`src/rtl/alu_share_if.sv`:
```
// Requester-side request/response bus of the shared-ALU arbiter.
// Two requesters are carried side by side; per-port bits are indexed by port number.
interface alu_share_if #(
  parameter int XLEN = 32,
  parameter int OP_W = 4
);
  logic [1:0]      req_valid;
  logic [1:0]      req_ready;
  logic [XLEN-1:0] req_a0;
  logic [XLEN-1:0] req_a1;
  logic [XLEN-1:0] req_b0;
  logic [XLEN-1:0] req_b1;
  logic [OP_W-1:0] req_op0;
  logic [OP_W-1:0] req_op1;
  logic [1:0]      rsp_valid;
  logic [1:0]      rsp_ready;
  logic [XLEN-1:0] rsp_result;
  logic            rsp_illegal;

  modport master (
    output req_valid, req_a0, req_a1, req_b0, req_b1, req_op0, req_op1, rsp_ready,
    input  req_ready, rsp_valid, rsp_result, rsp_illegal
  );

  modport slave (
    input  req_valid, req_a0, req_a1, req_b0, req_b1, req_op0, req_op1, rsp_ready,
    output req_ready, rsp_valid, rsp_result, rsp_illegal
  );
endinterface

```
`src/rtl/alu_share_arbiter.sv`:
```
// Round-robin sharing of one combinational ALU between two requesters.
// Each accepted op walks IDLE -> EXEC -> RESP; operands and result are registered.
module alu_share_arbiter #(
  parameter int XLEN = 32,
  parameter int OP_W = 4
) (
  input  logic            clk,
  input  logic            rst_n,
  alu_share_if.slave      bus,
  output logic [XLEN-1:0] alu_term_a,
  output logic [XLEN-1:0] alu_term_b,
  output logic [OP_W-1:0] alu_op,
  input  logic [XLEN-1:0] alu_result,
  output logic            busy
);

  typedef enum logic [1:0] {
    IDLE = 2'd0,
    EXEC = 2'd1,
    RESP = 2'd2
  } state_t;

  localparam logic [OP_W-1:0] OP_LAST = OP_W'(4'b1010);

  state_t          state_reg, state_next;
  logic            last_grant_reg;
  logic            owner_reg;
  logic [XLEN-1:0] a_reg, b_reg;
  logic [OP_W-1:0] op_reg;
  logic [XLEN-1:0] result_reg;
  logic            illegal_reg;

  logic [1:0]      grant;
  logic            accept;
  logic            sel;
  logic [XLEN-1:0] a_sel, b_sel;
  logic [OP_W-1:0] op_sel;

  // With both ports pending, the port that did not win last time goes next.
  always_comb begin
    grant = 2'b00;
    case (bus.req_valid)
      2'b01:   grant = 2'b01;
      2'b10:   grant = 2'b10;
      2'b11:   grant = last_grant_reg ? 2'b01 : 2'b10;
      default: grant = 2'b00;
    endcase
  end

  generate
    for (genvar gi = 0; gi < 2; gi++) begin : g_port
      localparam bit IDX = (gi == 1);
      assign bus.req_ready[gi] = (state_reg == IDLE) & grant[gi];
      assign bus.rsp_valid[gi] = (state_reg == RESP) & (owner_reg == IDX);
    end
  endgenerate

  assign accept = |(bus.req_valid & bus.req_ready);
  assign sel    = bus.req_ready[1];
  assign a_sel  = sel ? bus.req_a1  : bus.req_a0;
  assign b_sel  = sel ? bus.req_b1  : bus.req_b0;
  assign op_sel = sel ? bus.req_op1 : bus.req_op0;

  always_comb begin
    state_next = state_reg;
    case (state_reg)
      IDLE:    if (accept) state_next = EXEC;
      EXEC:    state_next = RESP;
      RESP:    if (bus.rsp_ready[owner_reg]) state_next = IDLE;
      default: state_next = IDLE;
    endcase
  end

  always_ff @(posedge clk or negedge rst_n) begin
    if (!rst_n) begin
      state_reg      <= IDLE;
      last_grant_reg <= 1'b1;
      owner_reg      <= 1'b0;
      a_reg          <= '0;
      b_reg          <= '0;
      op_reg         <= '0;
      result_reg     <= '0;
      illegal_reg    <= 1'b0;
    end else begin
      state_reg <= state_next;
      if (state_reg == IDLE && accept) begin
        a_reg          <= a_sel;
        b_reg          <= b_sel;
        op_reg         <= op_sel;
        owner_reg      <= sel;
        last_grant_reg <= sel;
      end
      if (state_reg == EXEC) begin
        result_reg  <= alu_result;
        illegal_reg <= (op_reg > OP_LAST);
      end
    end
  end

  assign alu_term_a      = a_reg;
  assign alu_term_b      = b_reg;
  assign alu_op          = op_reg;
  assign bus.rsp_result  = result_reg;
  assign bus.rsp_illegal = illegal_reg;
  assign busy            = (state_reg != IDLE);

endmodule
```
`src/flat_wrapper.sv`:
```
// flat-port wrapper written by rule: the top's interface ports become plain ports
module alu_share_arbiter_flat 
#(
  parameter int XLEN = 32,
  parameter int OP_W = 4
)
  (clk, rst_n, alu_term_a, alu_term_b, alu_op, alu_result, busy, bus_req_valid, bus_req_a0, bus_req_a1, bus_req_b0, bus_req_b1, bus_req_op0, bus_req_op1, bus_rsp_ready, bus_req_ready, bus_rsp_valid, bus_rsp_result, bus_rsp_illegal);
  alu_share_if #(.XLEN(XLEN), .OP_W(OP_W)) bus_i ();
  input  logic clk;
  input  logic rst_n;
  output logic [XLEN-1:0] alu_term_a;
  output logic [XLEN-1:0] alu_term_b;
  output logic [OP_W-1:0] alu_op;
  input  logic [XLEN-1:0] alu_result;
  output logic busy;
  input wire logic [$bits(bus_i.req_valid)-1:0] bus_req_valid;
  input wire logic [$bits(bus_i.req_a0)-1:0] bus_req_a0;
  input wire logic [$bits(bus_i.req_a1)-1:0] bus_req_a1;
  input wire logic [$bits(bus_i.req_b0)-1:0] bus_req_b0;
  input wire logic [$bits(bus_i.req_b1)-1:0] bus_req_b1;
  input wire logic [$bits(bus_i.req_op0)-1:0] bus_req_op0;
  input wire logic [$bits(bus_i.req_op1)-1:0] bus_req_op1;
  input wire logic [$bits(bus_i.rsp_ready)-1:0] bus_rsp_ready;
  output wire logic [$bits(bus_i.req_ready)-1:0] bus_req_ready;
  output wire logic [$bits(bus_i.rsp_valid)-1:0] bus_rsp_valid;
  output wire logic [$bits(bus_i.rsp_result)-1:0] bus_rsp_result;
  output wire logic [$bits(bus_i.rsp_illegal)-1:0] bus_rsp_illegal;
  assign bus_i.req_valid = bus_req_valid;
  assign bus_i.req_a0 = bus_req_a0;
  assign bus_i.req_a1 = bus_req_a1;
  assign bus_i.req_b0 = bus_req_b0;
  assign bus_i.req_b1 = bus_req_b1;
  assign bus_i.req_op0 = bus_req_op0;
  assign bus_i.req_op1 = bus_req_op1;
  assign bus_i.rsp_ready = bus_rsp_ready;
  assign bus_req_ready = bus_i.req_ready;
  assign bus_rsp_valid = bus_i.rsp_valid;
  assign bus_rsp_result = bus_i.rsp_result;
  assign bus_rsp_illegal = bus_i.rsp_illegal;
  alu_share_arbiter #(.XLEN(XLEN), .OP_W(OP_W)) u_core (.clk(clk), .rst_n(rst_n), .bus(bus_i), .alu_term_a(alu_term_a), .alu_term_b(alu_term_b), .alu_op(alu_op), .alu_result(alu_result), .busy(busy));
endmodule
```
`config.mk`:
```
export PLATFORM = sky130hd
export DESIGN_NAME = alu_share_arbiter_flat
export DESIGN_NICKNAME = d
export VERILOG_FILES = /design/src/rtl/alu_share_if.sv /design/src/rtl/alu_share_arbiter.sv /design/src/flat_wrapper.sv
export SDC_FILE = /design/constraint.sdc
export NUM_CORES = 1
export LEC_CHECK = 0
export ABC_AREA = 1
export CAP_MARGIN = 20
export CORE_MARGIN = 5
export CORE_UTILIZATION = 40
export CTS_BUF_LIST = sky130_fd_sc_hd__clkbuf_4 sky130_fd_sc_hd__clkbuf_8 sky130_fd_sc_hd__clkbuf_16
export DETAILED_ROUTE_END_ITERATION = 7
export PLACE_DENSITY = 0.9
export SYNTH_ARGS = -nofsm -noshare
export SYNTH_HDL_FRONTEND = slang
export SYNTH_SLANG_ARGS = --single-unit
```
`constraint.sdc`:
```
create_clock -name clk -period 1.75 [get_ports clk]
set_clock_uncertainty 0.2 [all_clocks]
set_input_delay 0.2625 -clock clk [delete_from_list [all_inputs] [get_ports clk]]
set_output_delay 0.2625 -clock clk [all_outputs]
set_load 0.02 [all_outputs]
```
## After elaboration in Yosys (flattened, before gate mapping)

Index checks and enable logic that the tools add are counted.

| storage, ports and cells | value |
|---|---|
| bits in registers | 105 |
| memories | 0 |
| bits in latches | 0 |
| output and inout bits | 106 |
| bits in writable memories | 0 |
| ROM bits | 0 |
| logic and storage cells | 38 |
| bits of input ports | 174 |

| operators by class | value |
|---|---|
| order comparisons | 2 |
| multiply operators | 0 |
| eq/ne operators | 7 |
| multiplexer cells | 10 |
| reductions and logical operators | 5 |
| bitwise logic cells | 6 |
| shift operators | 0 |
| div/mod/pow operators | 0 |
| add/sub/neg operators | 0 |

Operators with widths:

| cell | count |
|---|---|
| $mux W32 | 2 |
| $pmux W2 S3 | 2 |
| $eq A2 B2 Y1 const B | 3 |
| $mux W2 | 3 |
| $and A1 B1 Y1 | 4 |
| $eq A2 B1 Y1 const B | 2 |
| $gt A4 B4 Y1 const B | 1 |
| $mux W4 | 1 |
| $and A2 B2 Y2 | 1 |
| $logic_not A2 Y1 | 1 |
| $lt A1 B2 Y1 const B | 1 |
| $mux W1 | 2 |
| $ne A2 B1 Y1 const B | 1 |
| $ne A2 B2 Y1 const B | 1 |
| $reduce_and A2 Y1 | 1 |
| $reduce_bool A2 Y1 | 1 |
| $reduce_or A2 Y1 | 1 |
| $logic_and A1 B1 Y1 | 1 |
| $not A1 Y1 | 1 |

## Longest topological paths before layout

Gate-level depths: netlist (run 1).

| depth | value |
|---|---|
| depth after elaboration | 7 |
| depth in mapped cells | 8 |
| gate-level depth less buffers | 6 |

## Least setup slack after synthesis (run 1)

Ideal clock, no wire load.

| timing path | value |
|---|---|
| path kind | flip-flop to output port |
| start | reg u_core.last_grant_reg |
| end | out bus_req_ready[0] |
| path buffers | 2 |
| arrival time | 1228 ps |
| slack | 59 ps |
| required time | 1287 ps |
| stages on the path, launching flop included | 7 |
| path through | dfstp_2 > nand2_1 > nand2_1 > nand3_1 > buf_2 > buf_6 > inv_1 |

| between the ends | value |
|---|---|
| longest elaborated chain between the ends | 3 |

RTL lines:

| item | line | RTL |
|---|---|---|
| from (decl) | alu_share_arbiter.sv:26 | `logic last_grant_reg;` |
| from (signal assigned) | alu_share_arbiter.sv:91 | `last_grant_reg <= sel;` |
| $mux W2 | alu_share_arbiter.sv:45 | `2'b11: grant = last_grant_reg ? 2'b01 : 2'b10;` |
| $pmux W2 S3 | alu_share_arbiter.sv:42 | `case (bus.req_valid)` |
| $and A1 B1 Y1 | alu_share_arbiter.sv:53 | `assign bus.req_ready[gi] = (state_reg == IDLE) & grant[gi];` |
| to (decl) | flat_wrapper.sv:24 | `output wire logic [$bits(bus_i.req_ready)-1:0] bus_req_ready;` |

No other way between the ends.

## Worst setup path in the final report (run 1)

| timing path | value |
|---|---|
| start | reg u_core.state_reg[0] |
| end | out bus_req_ready[1] |

| between the ends | value |
|---|---|
| longest elaborated chain between the ends | 2 |

RTL lines:

| item | line | RTL |
|---|---|---|
| from (decl) | alu_share_arbiter.sv:25 | `state_t state_reg, state_next;` |
| from (signal assigned) | alu_share_arbiter.sv:85 | `state_reg <= state_next;` |
| $logic_not A2 Y1 | alu_share_arbiter.sv:53 |  |
| $and A1 B1 Y1 | alu_share_arbiter.sv:53 |  |

No other way between the ends.

==> results of run 1 <==
cell usage after synthesis (all sizes together):
master and count:
a21oi 1, buf 23, clkbuf 20, dfrtp 104, dfstp 1, inv 90
nand2 424, nand3 71, nand4 12, nor2 5, o21ai 2
routing by layer:
metal  up-vias  wire length (µm)  GRT usage (%)
li1       2821                 -              -
met1      2666              7460           27.2
met2       283              9750           40.3
met3        25              2090           7.20
met4         0               325           7.48
met5         -                 0              0
worst register-to-register path: stages, from the launching register on:
cell and delay [ps]:
dfrtp_2 440, nor2_4 180, buf_8 130, buf_6 180, nand2_4 120, buf_16 190, nand2_1 110, nand2_1 70
final timing paths:
kind,from,end,slack (ps),cells past startpoint
setup / recovery,u_core.state_reg[0],bus_req_ready[1],-50,5
hold / removal,rst_n,u_core.bus.rsp_result[9],150,2
setup reg to reg,u_core.state_reg[0],u_core.alu_op[3],10,7
hold reg to reg,u_core.bus.rsp_result[0],u_core.bus.rsp_result[0],270,2
max in group asynchronous,rst_n,u_core.last_grant_reg,620,3
min in group clk,alu_result[26],u_core.bus.rsp_result[26],250,3
layout make-up:
cell class | instances | area [µm²]
sequential | 105 | 2630
clock inverter | 6 | 50.0
tap | 172 | 215
fill | 1079 | 4000
multi-input combinational | 515 | 2120
clock buffer | 10 | 239
timing repair buffer | 314 | 3190
inverter | 90 | 340
report_power, final:
| part | switching, mW | total [mW] | internal [mW] |
|---|---|---|---|
| registers | 0.669 | 4.35 | 3.68 |
| clock network | 0.944 | 1.96 | 1.02 |
| logic | 5.29 | 8.69 | 3.40 |
| total | 6.91 | 15.0 | 8.10 |
repair_timing:
action                     4_1_cts  5_1_grt
resized for setup              134       18
hold buffers                     1        0
setup endpoints to repair      106       76
gates cloned                     0        6
buffers inserted                 2        2
hold endpoints to repair       104        0
pin swaps                        1        3
per-stage QoR:
step                worst slack [ps]  util [%]  area, µm²  std cells  hold WS, ps
floorplan                       59.4         -       5260        753         -233
global placement                -403      65.2       8330       1185        -33.1
detailed placement              -412      65.2       8330       1185        -30.5
CTS                            -80.3      67.0       8550       1204          135
global route                    -122      68.7       8780       1212          175
finish                         -49.6      68.7       8780       1212          146
cell families after synthesis:
logic type / share of synthesized area [%]
compound gates: 0.285
simple gates: 39.2
flops: 50.0
buf+inv: 10.5
cells in the final DEF, fill, tap and decap left out, types with 2 or more instances in the layout:
cell type	count
nor2_4	2
nand2_1	420
buf_4	14
nand2_2	3
nand4_1	12
clkinvlp_4	2
inv_1	82
buf_16	3
clkbuf_16	14
dfrtp_1	103
nor2_2	2
clkdlybuf4s50_1	172
inv_6	2
o21ai_0	2
nand3_4	2
buf_6	10
clkinv_4	2
buf_8	2
nand3_1	69
buf_12	6
inv_2	7
dlygate4sd2_1	100
==> flow_summary_export.csv, run 1 <==
group,metric,value,unit
outcome,status,"finished, violations left",
outcome,violations,"negative setup slack",
route,antenna_left,0,
power_and_ir_drop,power.leakage,4.99,nW
power_and_ir_drop,peakVddDrop,0.000764,V
route,drtPass1Iterations,6,
route,drtIter0Drc,310,
synthesis,seq_area_frac_synth,50.0,%
worst_setup_path,slowest_stage,"dfrtp_2",
timing,fin_crit_sh,103,%
floorplan,rows,41,
floorplan,core,12800,µm²
route,wl,19.6,mm
worst_setup_path,cp_data_arrival_time,1340,ps
timing,rsz0062_at_grt,"true",
power_and_ir_drop,p_total,15.0,mW
synthesis,ys_warn_count,0,
synthesis,synthCells,753,
floorplan,start_util,41.2,%
timing,worst_pin_slew,556,ps
power_and_ir_drop,p_per_area,1710,nW/µm²
worst_setup_path,worstPathMaxFanout,3,
floorplan,pin_count,280,
worst_setup_path,cp-start-kind,"flop",
worst_setup_path,path_cells,"nor2_4 -> buf_8 -> nand3_4 -> inv_2 -> buf_6",
route,vias,5795,
final_layout,drive_gt1_share,7.40,%
timing,slew_headroom,62.9,%
worst_setup_path,cp_num_buf_inv,3,
final_layout,nets,1209,
hold_path,hp-class,"in -> async",
final_layout,diodes,0,
timing,final-hold-violation-count,0,
synthesis,synth_top_area_cell,"dfrtp_1",
worst_setup_path,path_delay_family,"flip-flops",
floorplan,dieArea,15500,µm²
placement,portBuffers,279,
synthesis,yosysTopAreaCellShare,49.5,%
cts,htreeDepth,3,
synthesis,syn_area_per_cell,6.98,µm²
grt,antenna_found_initial,0,
grt,grt_start_max_net_pins,52,
timing,period_needed,1800,ps
synthesis,synthTopCellsByArea,"dfrtp_1, nand2_1, nand3_1",
cts,clk_latency,340,ps
grt,grt_first_pass_wirelength,28.9,mm
synthesis,yosys_register_bits,105,
worst_setup_path,slowest_delay,440,ps
worst_setup_path,worstPathRequired,1290,ps
cts,cts_inserted_buffers,9,
placement,hpwl,13.6,mm
grt,first_global_vias,5588,
timing,finalSetupViolCount,3,
timing,finalSetupTns,-82.8,ps
cts,clockBufferDepth,2,
run,drv_cap,0,
timing,fmax,556,MHz
timing,drv_slew,0,
synthesis,syn_area,5260,µm²
placement,place.gp.congestion,0.857,
worst_setup_path,worstSetupPathType,"reg -> out",
floorplan,fp.dieH,125,µm
grt,gr-usage-all-layers,23.2,%
worst_setup_path,end_kind,"primary output",
floorplan,fp.dieW,125,µm
cts,clock-sinks,105,
synthesis,synth_cell_types,19,
synthesis,synth_nets,927,
cts,cts_root_buf,"clkbuf_16",
route,wl_per_cell,16.2,µm
timing,timing.final.ws_setup,-49.6,ps
route,vias_per_cell,4.78,
route,drc,0,
cts,cts_tree,"built",
cts,clkTransAtPathRegs,70,ps
grt,grt-ovfl-total,0,
final_layout,syn_to_final_growth,67.0,%
Note: power is estimated with default switching activity, not from simulation.
==> run 2, diff against run 1 <==
--- a/config.mk
+++ b/config.mk
@@ -6,10 +6,11 @@
 export NUM_CORES = 1
 export LEC_CHECK = 0
 export ABC_AREA = 1
-export CAP_MARGIN = 20
+export CAP_MARGIN = 25
 export CORE_MARGIN = 5
 export CORE_UTILIZATION = 40
 export CTS_BUF_LIST = sky130_fd_sc_hd__clkbuf_4 sky130_fd_sc_hd__clkbuf_8 sky130_fd_sc_hd__clkbuf_16
+export CTS_CLUSTER_SIZE = 16
 export DETAILED_ROUTE_END_ITERATION = 7
 export PLACE_DENSITY = 0.9
 export SYNTH_ARGS = -nofsm -noshare
==> results of run 2 <==
Final layout, timing and power as in run 1 (identical DEF).
